<file path="src/rtl/fp_normalize_shifter.sv">
// ---------------------------------------------------------------------------
// fp_normalize_shifter : post-add normaliser, one left shift per clock.  Rev 1.0
// ---------------------------------------------------------------------------
`default_nettype none

module fp_normalize_shifter #(
  parameter int MANT_W = 25,
  parameter int EXP_W  = 8,
  parameter int CNT_W  = 5
) (
  input  logic              Clk,
  input  logic              Reset,
  input  logic              start,
  input  logic [MANT_W-1:0] mant_in,
  input  logic [EXP_W-1:0]  exp_in,
  output logic              busy,
  output logic              done,
  output logic [MANT_W-1:0] mant_out,
  output logic [EXP_W-1:0]  exp_out,
  output logic [CNT_W-1:0]  shift_cnt,
  output logic              zero,
  output logic              overflow,
  output logic              underflow
);

  localparam logic [EXP_W-1:0] C_EXP_ONES = '1;
  localparam logic [EXP_W-1:0] C_EXP_ONE  = EXP_W'(1);

  typedef enum logic [1:0] {
    S_IDLE = 2'd0,
    S_NORM = 2'd1,
    S_DONE = 2'd2
  } state_t;

  state_t            state_q, state_d;
  logic [MANT_W-1:0] mant_q, mant_d;
  logic [EXP_W-1:0]  exp_q, exp_d;
  logic [CNT_W-1:0]  cnt_q, cnt_d;
  logic              zero_q, zero_d;
  logic              ovf_q, ovf_d;
  logic              unf_q, unf_d;
  logic [EXP_W-1:0]  w_exp_inc;

  // Carry increment saturates so the exponent never wraps past infinity.
  assign w_exp_inc = (exp_q == C_EXP_ONES) ? exp_q : exp_q + C_EXP_ONE;

  always_ff @(posedge Clk) begin
    if (!Reset) begin
      state_q <= S_IDLE;
      mant_q  <= '0;
      exp_q   <= '0;
      cnt_q   <= '0;
      zero_q  <= 1'b0;
      ovf_q   <= 1'b0;
      unf_q   <= 1'b0;
    end else begin
      state_q <= state_d;
      mant_q  <= mant_d;
      exp_q   <= exp_d;
      cnt_q   <= cnt_d;
      zero_q  <= zero_d;
      ovf_q   <= ovf_d;
      unf_q   <= unf_d;
    end
  end

  always_comb begin
    state_d = state_q;
    mant_d  = mant_q;
    exp_d   = exp_q;
    cnt_d   = cnt_q;
    zero_d  = zero_q;
    ovf_d   = ovf_q;
    unf_d   = unf_q;
    case (state_q)
      S_IDLE: begin
        if (start) begin
          mant_d  = mant_in;
          exp_d   = exp_in;
          cnt_d   = '0;
          zero_d  = 1'b0;
          ovf_d   = 1'b0;
          unf_d   = 1'b0;
          state_d = S_NORM;
        end
      end
      S_NORM: begin
        if (mant_q == '0) begin
          exp_d   = '0;
          zero_d  = 1'b1;
          state_d = S_DONE;
        end else if (mant_q[MANT_W-1]) begin
          exp_d   = w_exp_inc;
          state_d = S_DONE;
          if (w_exp_inc == C_EXP_ONES) begin
            ovf_d  = 1'b1;
            mant_d = '0;
          end else begin
            mant_d = mant_q >> 1;
          end
        end else if (mant_q[MANT_W-2]) begin
          state_d = S_DONE;
        end else if (exp_q <= C_EXP_ONE) begin
          unf_d   = 1'b1;
          state_d = S_DONE;
        end else begin
          mant_d = mant_q << 1;
          exp_d  = exp_q - C_EXP_ONE;
          cnt_d  = cnt_q + CNT_W'(1);
        end
      end
      S_DONE:  state_d = S_IDLE;
      default: state_d = S_IDLE;
    endcase
  end

  assign busy      = (state_q != S_IDLE);
  assign done      = (state_q == S_DONE);
  assign mant_out  = mant_q;
  assign exp_out   = exp_q;
  assign shift_cnt = cnt_q;
  assign zero      = zero_q;
  assign overflow  = ovf_q;
  assign underflow = unf_q;

endmodule

`default_nettype wire

</file>
<file path="config.mk">
export PLATFORM = sky130hd
export DESIGN_NAME = fp_normalize_shifter
export DESIGN_NICKNAME = d
export VERILOG_FILES = /design/src/rtl/fp_normalize_shifter.sv
export SDC_FILE = /design/constraint.sdc
export NUM_CORES = 1
export LEC_CHECK = 0
export ABC_AREA = 1
export CELL_PAD_IN_SITES_DETAIL_PLACEMENT = 1
export CELL_PAD_IN_SITES_GLOBAL_PLACEMENT = 2
export CORE_UTILIZATION = 26
export CTS_BUF_LIST = sky130_fd_sc_hd__clkbuf_4
export DETAILED_ROUTE_END_ITERATION = 10
export GPL_TIMING_DRIVEN = 0
export PLACE_DENSITY_LB_ADDON = 0.1
export SYNTH_ARGS = -nofsm -noshare
export SYNTH_HDL_FRONTEND = slang
export SYNTH_SLANG_ARGS = --single-unit
export TNS_END_PERCENT = 50
</file>
<file path="constraint.sdc">
create_clock -name Clk -period 2.2 [get_ports Clk]
set_clock_uncertainty 0.2 [all_clocks]
set_input_delay 0.44 -clock Clk [delete_from_list [all_inputs] [get_ports Clk]]
set_output_delay 0.44 -clock Clk [all_outputs]
set_load 0.02 [all_outputs]
</file>
# --- Word-level counts from Yosys, hierarchy flattened ---
# Cells that the tools add are included.
word_totals:
  regBits: 43
  latch_bits: 0
  ramBits: 0
  romBits: 0
  input_bits: 36
  wordCells: 80
  memories: 0
classes:
  add_sub_neg: 3
  mul: 0
  div_mod_pow: 0
  n_lt_le_gt_ge: 1
  n_eq_ne: 18
  shifts: 0
  mux: 38
  bitwise_logic: 0
  n_reduce_logical: 12
ops:
  columns: ["op", "count"]
  rows:
  - ["two-way mux 25 bit", 3]
  - ["two-way mux 24 bit", 3]
  - ["case mux 25 bit (2 select lines)", 1]
  - ["two-way mux 8 bit", 6]
  - ["logical NOT 25 bit", 1]
  - ["two-way mux 5 bit", 5]
  - ["inequality test 2 bit (second input constant)", 9]
  - ["equality test 8 bit (second input constant)", 2]
  - ["case mux 8 bit (2 select lines)", 1]
  - ["AND reduction 6 bit", 2]
  - ["two-way mux 2 bit", 5]
  - ["case mux 5 bit (2 select lines)", 1]
  - ["AND reduction 5 bit", 2]
  - ["two-way mux 1 bit", 9]
  - ["adder 8 x 1 -> 8 bit (second input constant)", 1]
  - ["less-or-equal comparator 8 x 1 -> 1 bit (second input constant)", 1]
  - ["inequality test 4 bit (second input constant)", 2]
  - ["subtractor 8 x 1 -> 8 bit (second input constant)", 1]
  - ["inequality test 3 bit (second input constant)", 2]
  - ["case mux 1 bit (2 select lines)", 3]
  - ["AND reduction 3 bit", 2]
  - ["adder 5 x 1 -> 5 bit (second input constant)", 1]
  - ["inequality test 5 bit (second input constant)", 1]
  - ["case mux 2 bit (2 select lines)", 1]
  - ["other kinds (6)", 7]

# --- Logic depth before layout (Yosys ltp) ---
# Gate-level depths: netlist of run 1.
logic_depth:
  depth_word: 7
  ltp_mapped: 14

# --- Least setup slack after synthesis of run 1 ---
# OpenSTA, ideal clock, no wires.
synth_timing:
  kind: "reg2reg"
  start: "reg exp_q[0] (netlist: exp_out[0])"
  end: "reg exp_q[7] (netlist: exp_out[7])"
  setup_ns: 0.117
  t_arrival_ns: 1.839
  required_ns: 1.883
  path_slack_ns: 0.044
  stages_incl_launch_ff: 10
  synth_period_minus_slack_ns: 2.156
  path_cell_list: "dfxtp_1 -> inv_1 -> ha_1 -> o211ai_4 -> nand2_2 -> nand3_1 -> nand2_1 -> buf_4 -> nor3_1 -> nor2_1"
synth_between:
  elab_chain_cells: 6
synth_rtl:
  columns: ["item", "line_no", "rtl"]
  rows:
  - ["start: declaration", "37", "logic [EXP_W-1:0] exp_q, exp_d;"]
  - ["start signal: assignment", "59", "exp_q <= exp_d;"]
  - ["subtractor 8 x 1 -> 8 bit", "108", "exp_d = exp_q - C_EXP_ONE;"]
  - ["two-way mux 8 bit", "103", "end else if (exp_q <= C_EXP_ONE) begin"]
  - ["two-way mux 8 bit", "101", "end else if (mant_q[MANT_W-2]) begin"]
  - ["two-way mux 8 bit", "92", "end else if (mant_q[MANT_W-1]) begin"]
  - ["two-way mux 8 bit", "88", "if (mant_q == '0) begin"]
  - ["case mux 8 bit (2 select lines)", "75", "case (state_q)"]
# Several ways; a longest one is shown, not always the timed one. The select of a mux whose other input is x is not followed.
# A chain may end at the register's enable or synchronous reset.

# --- Worst setup path in the final report of run 1 ---
layout_timing:
  start: "reg exp_q[1] (netlist: exp_out[1])"
  end: "reg mant_q[19] (netlist: mant_out[19])"
layout_between:
  elab_chain_cells: 7
layout_rtl:
  columns: ["item", "line_no", "rtl"]
  rows:
  - ["adder 8 x 1 -> 8 bit / equality test 8 bit (equally long branches)", "45", "assign w_exp_inc = (exp_q == C_EXP_ONES) ? exp_q : exp_q + C_EXP_ONE;"]
  - ["two-way mux 8 bit", "45", null]
  - ["equality test 8 bit", "95", "if (w_exp_inc == C_EXP_ONES) begin"]
  - ["two-way mux 24 bit", "95", null]
  - ["two-way mux 25 bit", "92", null]
  - ["two-way mux 25 bit", "88", null]
  - ["case mux 25 bit (2 select lines)", "75", null]
  - ["end signal: assignment", "58", "mant_q <= mant_d;"]
  - ["end: declaration", "36", "logic [MANT_W-1:0] mant_q, mant_d;"]
# Several ways; a longest one is shown, not always the timed one. The select of a mux whose other input is x is not followed.

==> results of run 1 <==
==> per-layer routing <==
layer / track usage [%] / wire, um / vias to the layer above
li1: - / - / 1855
met1: 27.9 / 6220 / 1759
met2: 29.4 / 5270 / 93
met3: 2.91 / 513 / 7
met4: 2.93 / 57 / 0
met5: 0 / 0 / -
==> layout make-up <==
type                    instances  area share [%]
clock inverters                 3           0.980
flip-flops and latches         43            19.6
inverters                      63            5.54
clock buffers                   5           0.840
multi-input cells             389            44.2
well taps                     143            4.00
repair buffers                 94            21.0
plain buffers                  24            3.86
==> worst reg2reg max path, delay by kind of cell, from the launching register on <==
family / cells / cell delay, ns
fa+ha+maj: 1 / 0.21
compound gates: 2 / 0.37
flops: 1 / 0.42
buf+inv: 2 / 0.36
simple gates: 5 / 0.57
==> logic make-up after synthesis <==
family | after synthesis
xor+xnor | 4
simple gates | 291
fa+ha+maj | 4
compound gates | 89
flops | 43
buf+inv | 87
==> flip-flops by register name, summed over array words and instances, names as in the netlist <==
name / flops
overflow: 1
underflow: 1
exp_out: 8
zero: 1
mant_out: 25
state_q: 2
shift_cnt: 5
==> cells in the final DEF, fill, tap and decap left out, types with 4 or more instances in the layout <==
cell             Yosys  final
nand2_2              6     15
nand3_2              0      4
nor3_1               6      6
a21oi_1             51     48
nand3_1             41     38
a21oi_2              1      4
inv_2                4      4
dfxtp_1             43     36
nand2_4              2      7
buf_4                6     15
inv_1               57     55
buf_6                2      7
clkdlybuf4s50_1      0     74
o21ai_0             23     18
nor2_4               4      4
nand4_1              5      5
clkbuf_1             9      7
o21ai_1              5     10
nand2_1            149    135
dfxtp_2              0      5
clkbuf_4             0      5
nor2_1              73     71
==> synth_stat cells, types with 5 or more instances <==
library cell  count
inv_1            57
a21oi_1          51
nand4_1           5
nor2_1           73
o21ai_1           5
nand3_1          41
clkbuf_1          9
nor3_1            6
buf_4             6
nand2_2           6
nand2_1         149
dfxtp_1          43
o21ai_0          23
==> worst max path at each step <==
stage,to,slack (ns),startpoint,depth (start not counted)
2_1_floorplan,exp_out[7]$_SDFFE_PN0P_,0.04,exp_out[0]$_SDFFE_PN0P_,9
3_3_place_gp,exp_out[2]$_SDFFE_PN0P_,-0.31,exp_out[0]$_SDFFE_PN0P_,9
3_5_place_dp,exp_out[7]$_SDFFE_PN0P_,-0.33,exp_out[0]$_SDFFE_PN0P_,9
4_1_cts,overflow$_SDFFE_PN0P_,0.01,exp_out[0]$_SDFFE_PN0P_,12
5_1_grt,mant_out[19]$_SDFFE_PN0P_,-0.08,exp_out[1]$_SDFFE_PN0P_,10
6_report,mant_out[19]$_SDFFE_PN0P_,0.03,exp_out[1]$_SDFFE_PN0P_,10
==> where the power goes <==
group          internal, mW  leakage (nW)  total [mW]  switching [mW]
Sequential            0.902         0.357        1.06           0.153
Combinational         0.745          1.59        1.85            1.10
Clock                 0.240        0.0452       0.553           0.313
==> through the flow <==
stage | hold slack [ns] | power [mW] | TNS (ns) | utilization [%]
after floorplan | 0.326 | 2.05 | 0 | -
after global placement | 0.246 | 2.65 | -7.42 | 35.2
after detailed placement | 0.255 | 2.67 | -7.36 | 35.2
after CTS | 0.278 | 3.26 | 0 | 36.2
after global routing | 0.291 | 3.71 | -1.41 | 39.1
final | 0.276 | 3.46 | 0 | 39.1
==> timing repair <==
action	4_1_cts	5_1_grt
pin swaps	1	13
resized for setup	10	62
buffers inserted	3	10
endpoints found under the setup margin	41	40
cloned	0	4
==> impl_metrics.py, run 1 <==
metrics = {
    "detailed_routing": {
        "totalWireLength_um": 12100,
        "firstDrtPassIters": 4,
        "vias_per_cell": 4.86,
        "remaining_drc_errors": 0,
        "num_vias": 3714,
        "first_iter_violations": 167,
        "wl_per_cell_um": 15.8,
        "ant_nets": 0,
    },
    "global_routing": {
        "grt_max_degree": 15,
        "grt_pass1_wl_um": 18900,
        "grt_antenna_before_repair": 0,
        "grt-ovfl-total": 0,
        "gr-usage-all-layers_pct": 18.9,
        "grt_pass1_vias": 3616,
    },
    "finish": {
        "multi_input_area_mm2": 0.00197,
        "finalNonFillerCells": 764,
        "diodes": 0,
        "seqCellArea_um2": 875,
        "area_delta_synth_final_pct": 46.2,
        "final_cell_area_mm2": 0.00447,
        "nets": 660,
        "layout-drive-gt1-share_pct": 15.8,
        "fillers": 1506,
    },
    "floorplan": {
        "start_util_pct": 26.8,
        "rows": 39,
        "io_pins": 79,
        "die-width_um": 110,
        "die_y_um": 110,
        "core_area_mm2": 0.0114,
        "die_area_mm2": 0.0122,
    },
    "worst_hold_path": {
        "hold_end": "underflow$_SDFFE_PN0P_",
        "min_from": "underflow$_SDFFE_PN0P_",
        "holdPathStages": 2,
        "worstHoldPathType": "reg2reg",
    },
    "setup_path": {
        "crit_buf_inv": 2,
        "worst-r2r-setup-slack_ns": 0.03,
        "cp_common_cell": "nand2_2",
        "path_class": "reg2reg",
        "start_kind": "flop",
        "slowest_stage": "dfxtp_4",
        "crit_path_max_fanout": 10,
        "path_cells": "clkinvlp_4 -> ha_4 -> o211ai_4 -> nand2_2 -> nand2_2 -> nand3_4 -> buf_6 -> nor2_1 -> nand2_1 -> a21oi_1",
        "r2r.worst_path.cells": 10,
        "crit_path_max_incr_delay_ns": 0.42,
        "critPathTopFamily": "simple AND/OR/NAND/NOR gates",
        "end_kind": "flop",
        "r2r-end": "mant_out[19]$_SDFFE_PN0P_",
        "r2r-start": "exp_out[1]$_SDFFE_PN0P_",
        "arrival_ns": 2.28,
        "crit_required_ns": 2.31,
    },
    "yosys": {
        "syn_area_mm2": 0.00306,
        "synth-seq-cells": 43,
        "yosys_warnings": 0,
        "yosys.area_share.simple_pct": 40.8,
        "synth_area_leaders": "dfxtp_1 (28%), nand2_1 (18%), nor2_1 (9.0%)",
        "mappedNetlistNets": 558,
        "ys.flop_type": "dfxtp_1",
        "avgSynthCellArea_um2": 5.90,
        "synth_top_family_by_area": "simple AND/OR/NAND/NOR gates",
        "synth_cells": 518,
        "synth_xor_area_share_pct": 1.15,
        "synth_top_cell_area_share_pct": 28.2,
        "synth-adder-area-share_pct": 1.64,
        "ys_types": 33,
        "synth_top_area_cell": "dfxtp_1",
        "muxShareOfSynthArea_pct": 0,
        "synth-seq-area-share_pct": 28.2,
        "synth_compound_area_share_pct": 16.2,
        "async_flop_share_pct": 0,
        "synth_edf_count": 0,
    },
    "run_status": {
        "status": "completed",
    },
    "sta": {
        "finalHoldViolations": 0,
        "fmax_mhz": 462,
        "period_share_pct": 98.4,
        "period_minus_slack_ns": 2.17,
        "grt_setup_unrepaired": "yes",
        "setup_slack_ns": 0.0342,
        "max_slew.worst_pin.slew_ns": 0.696,
        "slew_headroom_pct": 53.4,
        "slew_violations": 0,
        "setup_violations": 0,
    },
    "place": {
        "place_area_mm2": 0.00402,
        "dp_hpwl_um": 8710,
        "port_buffers": 78,
        "gp_congestion": 0.777,
        "dp_slack_ns": -0.332,
        "placed_cells": 739,
    },
    "power": {
        "power.leakage_nw": 1.99,
        "cellPowerDensity_mw_per_mm2": 774,
        "max-vdd-ir-drop_uv": 258,
    },
    "clocking": {
        "cts-root-buf": "clkbuf_4",
        "htreeDepth": 2,
        "path_clk_slew_ns": 0.16,
        "clockBufferDepth": 2,
        "cts-hold-fix-buffers": 0,
        "insertion_delay_ns": 0.37,
        "cts_buffers": 5,
        "cts_tree": "yes",
        "clkSinkCount": 43,
    },
    "job": {
        "drv_cap": 0,
    },
}
No activity file was read; power rests on OpenSTA's default activity.
==> run 2: changes to the inputs <==
Settings changed: GPL_TIMING_DRIVEN 0 to 1.
==> run 2 against run 1 <==
Against the previous run: non-clock buffer count decreased by 4; die area unchanged; global-route usage decreased by 0.63 points; combinational power decreased by 6%; largest cell class unchanged; final cell count decreased by 0.39%; worst setup slack improved by 0.043 ns; sequential power about the same; final area decreased by 1.3%; routed wire length decreased by 6.4%; worst hold slack got worse by 0.0086 ns.
==> impl_metrics.py, run 2 (synthesis gave the netlist of run 1 again) <==
metrics = {
    "finish": {
        "diodes": 0,
        "largest_reg_flops": 25,
        "area_delta_synth_final_pct": 44.3,
        "final_cell_mix": "nand2_1 (146), clkdlybuf4s50_1 (74), nor2_1 (70)",
        "final_common_cell": "nand2_1",
        "layout-drive-gt1-share_pct": 14.1,
        "fillers": 1525,
        "nets": 657,
    },
    "power": {
        "power_frac_clock_pct": 19.2,
        "intPower_mw": 1.98,
        "power.leakage_nw": 1.97,
        "fin_total_pwr_mw": 3.46,
        "seqPwrFrac_pct": 30.5,
        "max-vdd-ir-drop_uv": 351,
        "pwr-share-comb_pct": 50.4,
        "cellPowerDensity_mw_per_mm2": 784,
        "p_sw_share_pct": 42.8,
        "p_sw_mw": 1.48,
    },
    "clocking": {
        "cts-hold-fix-buffers": 0,
        "cts_tree": "yes",
        "clockBufferDepth": 2,
        "insertion_delay_ns": 0.36,
        "cts-root-buf": "clkbuf_4",
        "cts_buffers": 5,
        "path_clk_slew_ns": 0.16,
        "htreeDepth": 2,
        "clkSinkCount": 43,
    },
    "sta": {
        "period_share_pct": 96.5,
        "grt_setup_unrepaired": "yes",
        "period_minus_slack_ns": 2.12,
        "hold_ws_ns": 0.267,
        "fmax_mhz": 471,
        "slew_headroom_pct": 72.4,
        "setup_violations": 0,
        "slew_violations": 0,
        "max_slew.worst_pin.slew_ns": 0.414,
        "finalHoldViolations": 0,
    },
    "global_routing": {
        "grt-ovfl-total": 0,
        "grt_pass1_wl_um": 18300,
        "grt_antenna_before_repair": 0,
        "grt_max_degree": 47,
        "grtUsageMet1_pct": 25.8,
        "grt.busiest_layer": "met2",
        "grt_pass1_vias": 3619,
        "use_met2_pct": 29.9,
        "use_met3_pct": 2.63,
        "gr-usage-all-layers_pct": 18.3,
    },
    "place": {
        "port_buffers": 78,
        "gp_congestion": 0.824,
        "dp_hpwl_um": 8010,
    },
    "floorplan": {
        "io_pins": 79,
        "die-width_um": 110,
        "start_util_pct": 26.8,
        "die_y_um": 110,
        "rows": 39,
        "core_area_mm2": 0.0114,
        "die_area_mm2": 0.0122,
    },
    "detailed_routing": {
        "ant_nets": 0,
        "remaining_drc_errors": 0,
        "num_vias": 3586,
        "first_iter_violations": 121,
        "vias_per_cell": 4.71,
        "totalWireLength_um": 11300,
        "firstDrtPassIters": 4,
        "wl_per_cell_um": 14.8,
    },
    "setup_path": {
        "worst-r2r-setup-slack_ns": 0.12,
        "critPathTopFamily": "buffers and inverters",
        "crit_path_max_incr_delay_ns": 0.65,
        "end_kind": "output pin",
        "crit_required_ns": 1.56,
        "r2r.worst_path.cells": 13,
        "path_class": "reg2out",
        "start_kind": "flop",
        "crit_path_max_fanout": 6,
        "slowest_stage": "clkdlybuf4s50_1",
        "cp.depth": 1,
        "arrival_ns": 1.48,
        "path_cells": "clkdlybuf4s50_1",
        "crit_buf_inv": 1,
    },
    "run_status": {
        "status": "completed",
    },
    "job": {
        "drv_cap": 0,
    },
    "worst_hold_path": {
        "holdPathStages": 2,
        "worstHoldPathType": "reg2reg",
    },
}
run 2: area by class of cell:
| type | instances | area (um2) | area share [%] |
|---|---|---|---|
| clock buffer | 5 | 37.5 | 0.851 |
| clock inverter | 3 | 67.6 | 1.53 |
| inverter | 63 | 236 | 5.36 |
| multi-input combinational | 390 | 1910 | 43.3 |
| sequential | 43 | 877 | 19.9 |
| tap | 143 | 179 | 4.06 |
| timing repair buffer | 114 | 1100 | 25.0 |
run 2: timing repair:
item	4_1_cts	5_1_grt
cloned	0	2
pin swaps	0	3
buffers inserted	0	6
endpoints found under the hold margin	0	0
resized for setup	6	22
endpoints found under the setup margin	29	38
run 2: final timing paths:
check,startpoint,end
setup / recovery,exp_out[7]$_SDFFE_PN0P_,exp_out[7]
hold / removal,underflow$_SDFFE_PN0P_,underflow$_SDFFE_PN0P_
setup reg to reg,exp_out[0]$_SDFFE_PN0P_,mant_out[7]$_SDFFE_PN0P_
hold reg to reg,underflow$_SDFFE_PN0P_,underflow$_SDFFE_PN0P_
run 2: worst min-delay path: stages (launching register included):
cell and delay (ns):
dfxtp_1 0.35, inv_1 0.05, a21oi_1 0.05
run 2: through the flow:
step	instances	TNS [ns]	utilization [%]	instance area, um2	setup slack [ns]
2_1_floorplan	518	0	-	3060	0.0444
6_report	761	0	38.6	4410	0.0769
4_1_cts	753	0	37.1	4240	0.000789
3_3_place_gp	745	-0.00239	36.2	4130	-0.00239
3_5_place_dp	745	-0.196	36.2	4130	-0.0306
5_1_grt	761	-0.321	38.6	4410	-0.0493
run 2: layer usage:
layer | vias up | share of wire (%)
li1 | 1838 | -
met1 | 1680 | 50
met2 | 64 | 46
met3 | 4 | 3.4
met4 | 0 | 0.49
met5 | - | 0
run 2: power groups by stage:
stage	clock [mW]	sequential, mW	combinational [mW]
final	0.664	1.05	1.74
after global routing	0.715	1.07	1.94
after CTS	0.689	1.05	1.71
after detailed placement	0	1.06	1.70
after global placement	0	1.06	1.68
after floorplan	0	1.15	0.892
==> run 3: changes to the inputs <==
Settings changed: GPL_TIMING_DRIVEN 1 to unset.
==> results of run 3 <==
Final layout, timing and power as in run 2 (identical DEF).
